## src/rtl/seq_pattern_gen.sv

```systemverilog
// Bit-serial pattern transmitter: accepts {pattern, repeat, gap} over a
// valid/ready handshake and sends the pattern MSB-first on dout, one bit per
// clock, repeated with an optional idle gap between repetitions.
// All outputs are decoded from registered state, so no input reaches an
// output combinationally.
module seq_pattern_gen #(
  parameter int PAT_W = 4,
  parameter int CNT_W = 8,
  parameter int GAP_W = 4
) (
  input  logic             clk,
  input  logic             rst,
  input  logic             cfg_valid,
  output logic             cfg_ready,
  input  logic [PAT_W-1:0] cfg_pattern,
  input  logic [CNT_W-1:0] cfg_repeat,
  input  logic [GAP_W-1:0] cfg_gap,
  input  logic             abort,
  output logic             dout,
  output logic             dout_valid,
  output logic             busy,
  output logic             done
);

  localparam int IDX_W = (PAT_W > 1) ? $clog2(PAT_W) : 1;
  localparam logic [IDX_W-1:0] IDX_LAST = IDX_W'(PAT_W - 1);

  typedef enum logic [1:0] {
    IDLE  = 2'd0,
    SHIFT = 2'd1,
    GAP   = 2'd2,
    DONE  = 2'd3
  } state_t;

  state_t           state_reg,    state_next;
  logic [PAT_W-1:0] sreg_reg,     sreg_next;
  logic [PAT_W-1:0] pat_hold_reg, pat_hold_next;
  logic [CNT_W-1:0] rep_cnt_reg,  rep_cnt_next;
  logic [GAP_W-1:0] gap_len_reg,  gap_len_next;
  logic [GAP_W-1:0] gap_cnt_reg,  gap_cnt_next;
  logic [IDX_W-1:0] bit_idx_reg,  bit_idx_next;

  // State and datapath registers; reset returns everything to idle/zero.
  always_ff @(posedge clk) begin
    if (rst) begin
      state_reg    <= IDLE;
      sreg_reg     <= '0;
      pat_hold_reg <= '0;
      rep_cnt_reg  <= '0;
      gap_len_reg  <= '0;
      gap_cnt_reg  <= '0;
      bit_idx_reg  <= '0;
    end else begin
      state_reg    <= state_next;
      sreg_reg     <= sreg_next;
      pat_hold_reg <= pat_hold_next;
      rep_cnt_reg  <= rep_cnt_next;
      gap_len_reg  <= gap_len_next;
      gap_cnt_reg  <= gap_cnt_next;
      bit_idx_reg  <= bit_idx_next;
    end
  end

  // Next-state and datapath sequencing; abort outranks normal sequencing.
  always_comb begin
    state_next    = state_reg;
    sreg_next     = sreg_reg;
    pat_hold_next = pat_hold_reg;
    rep_cnt_next  = rep_cnt_reg;
    gap_len_next  = gap_len_reg;
    gap_cnt_next  = gap_cnt_reg;
    bit_idx_next  = bit_idx_reg;

    unique case (state_reg)
      IDLE: begin
        // cfg_ready is 1 here, so cfg_valid alone completes the handshake.
        if (cfg_valid) begin
          sreg_next     = cfg_pattern;
          pat_hold_next = cfg_pattern;
          rep_cnt_next  = cfg_repeat;
          gap_len_next  = cfg_gap;
          bit_idx_next  = IDX_LAST;
          state_next    = (cfg_repeat == '0) ? DONE : SHIFT;
        end
      end

      SHIFT: begin
        if (abort) begin
          state_next = IDLE;
        end else begin
          sreg_next    = {sreg_reg[PAT_W-2:0], 1'b0};
          bit_idx_next = bit_idx_reg - IDX_W'(1);
          if (bit_idx_reg == '0) begin
            rep_cnt_next = rep_cnt_reg - CNT_W'(1);
            if (rep_cnt_reg == CNT_W'(1)) begin
              state_next = DONE;
            end else if (gap_len_reg == '0) begin
              // Back-to-back repetition: reload without a bubble.
              sreg_next    = pat_hold_reg;
              bit_idx_next = IDX_LAST;
            end else begin
              gap_cnt_next = gap_len_reg;
              state_next   = GAP;
            end
          end
        end
      end

      GAP: begin
        if (abort) begin
          state_next = IDLE;
        end else begin
          gap_cnt_next = gap_cnt_reg - GAP_W'(1);
          if (gap_cnt_reg == GAP_W'(1)) begin
            sreg_next    = pat_hold_reg;
            bit_idx_next = IDX_LAST;
            state_next   = SHIFT;
          end
        end
      end

      DONE: begin
        state_next = IDLE;
      end

      default: begin
        state_next = IDLE;
      end
    endcase
  end

  // Moore output decode from the registered state and shift register.
  always_comb begin
    cfg_ready  = (state_reg == IDLE);
    dout_valid = (state_reg == SHIFT);
    dout       = (state_reg == SHIFT) ? sreg_reg[PAT_W-1] : 1'b0;
    busy       = (state_reg == SHIFT) || (state_reg == GAP);
    done       = (state_reg == DONE);
  end

endmodule

```

## config.mk

```make
export PLATFORM = sky130hd
export DESIGN_NAME = seq_pattern_gen
export DESIGN_NICKNAME = d
export VERILOG_FILES = /design/src/rtl/seq_pattern_gen.sv
export SDC_FILE = /design/constraint.sdc
export NUM_CORES = 1
export LEC_CHECK = 0
export CORE_UTILIZATION = 50
export DETAILED_ROUTE_END_ITERATION = 16
export DONT_BUFFER_PORTS = 1
export GPL_TIMING_DRIVEN = 0
export PLACE_DENSITY = 0.7
export RECOVER_POWER = 100
export SLEW_MARGIN = 10
export SYNTH_ARGS = -nofsm -noshare
export SYNTH_HDL_FRONTEND = slang
export SYNTH_SLANG_ARGS = --single-unit
```

## constraint.sdc

```tcl
create_clock -name clk -period 1.9 [get_ports clk]
set_input_delay 0.19 -clock clk [delete_from_list [all_inputs] [get_ports clk]]
set_output_delay 0.19 -clock clk [all_outputs]
set_load 0.02 [all_outputs]
```

Word-level counts from Yosys, hierarchy flattened
Index checks and enable logic that the tools add are counted.
{"block": "op_classes", "order_cmp": 0, "n_shift": 0, "div": 0, "bitwise": 0, "mux": 36, "n_reduce_logical": 13, "n_eq_ne": 15, "add_sub_neg": 3, "multipliers": 0}
{"cell": "two-way mux 4 bit", "n": 12}
{"cell": "two-way mux 2 bit", "n": 15}
{"cell": "two-way mux 8 bit", "n": 3}
{"cell": "case mux 8 bit (2 select lines)", "n": 1}
{"cell": "inequality test 2 bit, second input constant", "n": 6}
{"cell": "case mux 4 bit (3 select lines)", "n": 1}
{"cell": "equality test 8 x 1 -> 1 bit, second input constant", "n": 1}
{"cell": "logical NOT 8 bit", "n": 1}
{"cell": "case mux 2 bit (4 select lines)", "n": 1}
{"cell": "case mux 4 bit (2 select lines)", "n": 1}
{"cell": "AND reduction 4 bit", "n": 2}
{"cell": "subtractor 8 x 1 -> 8 bit, second input constant", "n": 1}
{"cell": "case mux 2 bit (3 select lines)", "n": 1}
{"cell": "AND reduction 6 bit", "n": 1}
{"cell": "AND reduction 5 bit", "n": 1}
{"cell": "equality test 2 bit, second input constant", "n": 2}
{"cell": "equality test 4 x 1 -> 1 bit, second input constant", "n": 1}
{"cell": "logical NOT 2 bit", "n": 2}
{"cell": "logical NOT 4 bit", "n": 1}
{"cell": "inequality test 4 bit, second input constant", "n": 1}
{"cell": "nonzero test 2 bit", "n": 2}
{"cell": "subtractor 4 x 1 -> 4 bit, second input constant", "n": 1}
{"cell": "inequality test 3 x 2 -> 1 bit, second input constant", "n": 1}
{"cell": "inequality test 3 bit, second input constant", "n": 1}
{"cell": "7 further kinds", "n": 7}
{"block": "word_totals", "n_memories": 0, "input_bits": 20, "regBits": 28, "ram_bits": 0, "word_cells": 74, "latch_bits": 0, "output_inout_bits": 5, "mem_bits_ro": 0}

Logic depth before layout (Yosys ltp)
{"block": "logic_depth", "word_depth": 6, "ltp_mapped": 8, "depth_no_buf": 6}

Least setup slack after synthesis
No wires, ideal clock.
{"block": "synth_timing", "path_type": "register to register", "startpoint": "reg state_reg[0]", "endpoint": "reg rep_cnt_reg[0]", "stages_incl_launch_ff": 9, "required_time_ns": 1.805, "setup_ns": 0.095, "n_path_buf": 2, "synth_period_minus_slack_ns": 2.049, "setup_slack_ns": -0.149, "arrival_ns": 1.954, "cell_sequence": "dfxtp_1 > inv_1 > ha_1 > clkbuf_1 > nor2b_1 > o21a_1 > clkbuf_1 > o21ai_0 > a221oi_1"}
{"block": "synth_between", "elab_chain_len": 3, "word_cells_on_any_way": 8, "cone_classes": "4 x eq/ne; 1 x mux; 3 x reduce/logical"}
{"element": "start, declared", "line": "35", "source": "state_t state_reg, state_next;"}
{"element": "start signal, assigned", "line": "54", "source": "state_reg <= state_next;"}
{"element": "logical NOT 2 bit *"}
{"element": "named net cfg_ready", "line": "14", "source": "output logic cfg_ready,"}
{"element": "inequality test 2 bit (no line) / nonzero test 2 bit (equally long branches)"}
{"element": "AND reduction 4 bit (no line)"}
{"element": "end signal, assigned", "line": "57", "source": "rep_cnt_reg <= rep_cnt_next;"}
{"element": "end, declared", "line": "38", "source": "logic [CNT_W-1:0] rep_cnt_reg, rep_cnt_next;"}
Mark *: on every way through the listed nets, which the timed path passes. The rest lies on a longest branch.
A chain may end at the register's enable or synchronous reset.

Final worst setup path
{"block": "layout_timing", "startpoint": "reg gap_len_reg[1]", "endpoint": "reg sreg_reg[1]"}
{"block": "layout_between", "elab_chain_len": 6}
{"element": "start, declared", "line": "39", "source": "logic [GAP_W-1:0] gap_len_reg, gap_len_next;"}
{"element": "start signal, assigned", "line": "58", "source": "gap_len_reg <= gap_len_next;"}
{"element": "logical NOT 4 bit", "line": "97", "source": "end else if (gap_len_reg == '0) begin"}
{"element": "two-way mux 4 bit", "line": "97"}
{"element": "two-way mux 4 bit", "line": "95", "source": "if (rep_cnt_reg == CNT_W'(1)) begin"}
{"element": "two-way mux 4 bit", "line": "93", "source": "if (bit_idx_reg == '0) begin"}
{"element": "two-way mux 4 bit", "line": "88", "source": "if (abort) begin"}
{"element": "case mux 4 bit (3 select lines)", "line": "74", "source": "unique case (state_reg)"}
{"element": "end signal, assigned", "line": "55", "source": "sreg_reg <= sreg_next;"}
{"element": "end, declared", "line": "36", "source": "logic [PAT_W-1:0] sreg_reg, sreg_next;"}
Every way passes these cells. The select of a mux whose other input is x is not followed.

==> run summary <==
The netlist uses 45 different library cells. The floorplan core area came out at 0.003363 mm2. Yosys mapped a number of flops with a built-in enable equal to 0. For the global-route total usage across every layer, the log shows 25.66%.

The final critical delay including setup and external delays was 1.948 ns. STA classifies the critical path endpoint as a flop. In the routed design, unresolved DRC markers number 0. The logs give 0.7917 nW for the reported leakage power and 66.11% for the share of the core filled with cells. After layout, the worst path uses 102.5% of the clock period.

Before antenna repair, the detailed router went through 4 iterations. The run gives 3017 um as the post-DP HPWL. The most used standard cell by instance count after synthesis is dfxtp_1. For this configuration, the core starts out at a cell density of 52.57%. The checks that failed: setup timing. The tree is rooted in a clkbuf_4.

For the relative slew slack, the log shows 63.37%. Along the worst hold path, the cell count comes to 2. The routed design has 4660 um of wire.

Final RePlAce weighted congestion: 0.8684. The floorplan has 21 rows. The count of synthesis-stage warnings from yosys came out at 0.

For this run, the post-layout net count is 274. The required time of the critical path came out at 2.17 ns. The logs give 0 for the antenna violation net count after detailed routing and 17 for the maximum number of pins on one net before global-route repair. Cell area after layout: 0.002223 mm2. Class of the tightest hold or removal check: in2reg. After synthesis, flip-flops and latches occupy 31.71% of the total area. TritonCTS built the clock tree. Clock latency on the worst-skew pair, taken at its later pin, is 0.34 ns.

Setup violations remaining at the end of the flow were counted as 4. Setup repair after global routing could not meet its margin everywhere. After synthesis, the share of flip-flops with an asynchronous set or reset is 0%. Hold timing on the final database bottoms out at a slack of 0.06867 ns. The placed instances occupy a cell area of 0.001834 mm2.

The worst ir drop on vdd came out at 0.8275 mV. The max-slew violation count was 0. After synthesis, the most frequently instantiated cells are 28 x dfxtp_1, 26 x nand2_1, 17 x a21oi_1.

The number of hold violations in the final report was 0. The area added between synthesis and finish is 25.76%, and the starting DRC count in detailed routing is 89. The layout cell share with drive strength beyond 1 came out at 26.56%. Flip-flop and latch count after synthesis: 28. STA classifies the critical path startpoint as a flop. Detailed routing inserted a total of 1758 vias.

The clock sink count was 28. From left edge to right edge, the die measures 61.47 um. After synthesis, the cell types taking the most area are dfxtp_1 32%, ha_1 8.5%, nand2_1 5.5%, a21oi_1 4.8%, a211oi_1 3.8%. The detail-routed net length per standard cell is 16.24 um. In this run the worst path has a maximum fanout of 6.

The register with the most flip-flops in the layout has 8 of them. In the synthesized netlist the dominant register cell turns out to be dfxtp_1. The highest clock rate is 0.5133 GHz, and the post-synthesis cell area is 0.001768 mm2. Transition time at the pin with the least slew margin: 0.5495 ns.

In this run the count of I/O pins placed on the die edge is 25. The worst setup path is of the reg2reg kind. The floorplan die area came out at 0.003778 mm2.

The number of nets in the synthesized netlist is 250. The first global-routing pass estimated 7120 um of wire. The final critical-path setup slack is -0.04824 ns, and the total negative slack is -0.1502 ns.

The power per unit of standard cell area is 1717 mW/mm2, and the number of cell instances on the worst register-to-register path is 4. The clock arrives with 0.006955 ns of skew. Top cell type's share of synthesized area: 31.71%. The data arrival time of the worst path is 2.22 ns. The count of antenna diodes in the layout came out at 0. The tools report the number of H-tree levels as 1.

The run finished, with violations left. For the TritonCTS buffer count, the log shows 3. After global routing the overflow that remains totals 0. The height of the die works out to 61.47 um. Buffers placed on the I/O ports in this run total 0. After technology mapping, the gate count stands at 218. Summed over all instances, the cell type with the most area after synthesis is dfxtp_1.

The longest clock path from root to sink contains 2 buffers. Clock-pin slew was measured on the worst setup and hold paths at 0.16 ns. The initial antenna violation count was 0; the number of max-cap violations was 0. The average cell area after synthesis was 8.110 um2.

The run gives 1567 as the via count of the first global-routing pass. Dividing the detail-routed via count by the number of cells gives 6.125.
layer usage:
layer  GRT usage, %  vias to the layer above  part of all wire, %
met1          32.73                      833                   44
met2          43.94                       58                   48
li1               -                      855                    -
met3          6.092                       12                  5.9
met4          6.032                        0                  2.3
met5              0                        -                    0
logic make-up after synthesis:
family | count (synthesis) | synth area share [%]
simple gates | 78 | 22.86
compound gates | 71 | 28.45
flops | 28 | 31.71
buf+inv | 23 | 4.883
fa+ha+maj | 12 | 8.492
mux | 6 | 3.609
cell type report:
class / count / area, um2
Tap cell: 46 / 57.56
Multi-Input combinational cell: 167 / 1252
Timing Repair Buffer: 21 / 193.9
Clock inverter: 1 / 30.03
Buffer: 9 / 51.30
Fill cell: 308 / 1140
Sequential cell: 28 / 568.0
Inverter: 12 / 47.55
Clock buffer: 3 / 22.52
worst paths after layout:
| path | slack (ns) | startpoint | endpoint |
|---|---|---|---|
| max | -0.05 | gap_len_reg[1] | sreg_reg[1] |
| min reg2reg | 0.47 | pat_hold_reg[0] | pat_hold_reg[0] |
| min | 0.07 | cfg_repeat[1] | rep_cnt_reg[1] |
| max reg2reg | -0.05 | gap_len_reg[1] | sreg_reg[1] |
cells in the final DEF, fill, tap and decap left out, types with 4 or more instances in the layout:
| cell type | synthesis | routed |
|---|---|---|
| a211oi_1 | 9 | 8 |
| nor3_1 | 5 | 5 |
| dfxtp_2 | 0 | 6 |
| nand2_1 | 26 | 26 |
| dfxtp_1 | 28 | 22 |
| a21oi_1 | 17 | 17 |
| nand2b_1 | 4 | 4 |
| nand3_1 | 10 | 10 |
| o21ai_0 | 11 | 10 |
| o22ai_1 | 4 | 4 |
| inv_1 | 11 | 7 |
| ha_4 | 0 | 4 |
| clkbuf_1 | 11 | 4 |
| inv_2 | 0 | 4 |
| ha_1 | 12 | 7 |
| nor2b_1 | 5 | 4 |
| dlygate4sd3_1 | 0 | 8 |
| buf_4 | 0 | 13 |
| nor2_1 | 9 | 7 |
metrics by stage:
| step | power, mW | worst slack (ns) | std cells |
|---|---|---|---|
| floorplan | 2.373 | -0.06937 | 218 |
| global placement | 2.733 | -0.4547 | 264 |
| detailed placement | 2.752 | -0.4628 | 264 |
| CTS | 3.552 | -0.03883 | 283 |
| global route | 4.071 | -0.08632 | 287 |
| finish | 3.818 | -0.04824 | 287 |
where the power goes:
part	internal, mW	switching [mW]
Clock	0.214	0.194
Sequential	0.779	0.200
Combinational	1.11	1.32
worst max-delay path: stages (launching register included):
cell and delay (ns):
dfxtp_2 0.36, or4_4 0.59, a211oi_4 0.35, mux2_2 0.39, a311oi_2 0.18
timing repair:
item                                    CTS  global route
resized for setup                        28            28
buffers inserted                          8             4
endpoints found under the setup margin   21            19
cloned                                    1             0
pin swaps                                 5             8
hold buffers                              8             0
endpoints found under the hold margin     9             0
Power figures use the tool's default switching activity.
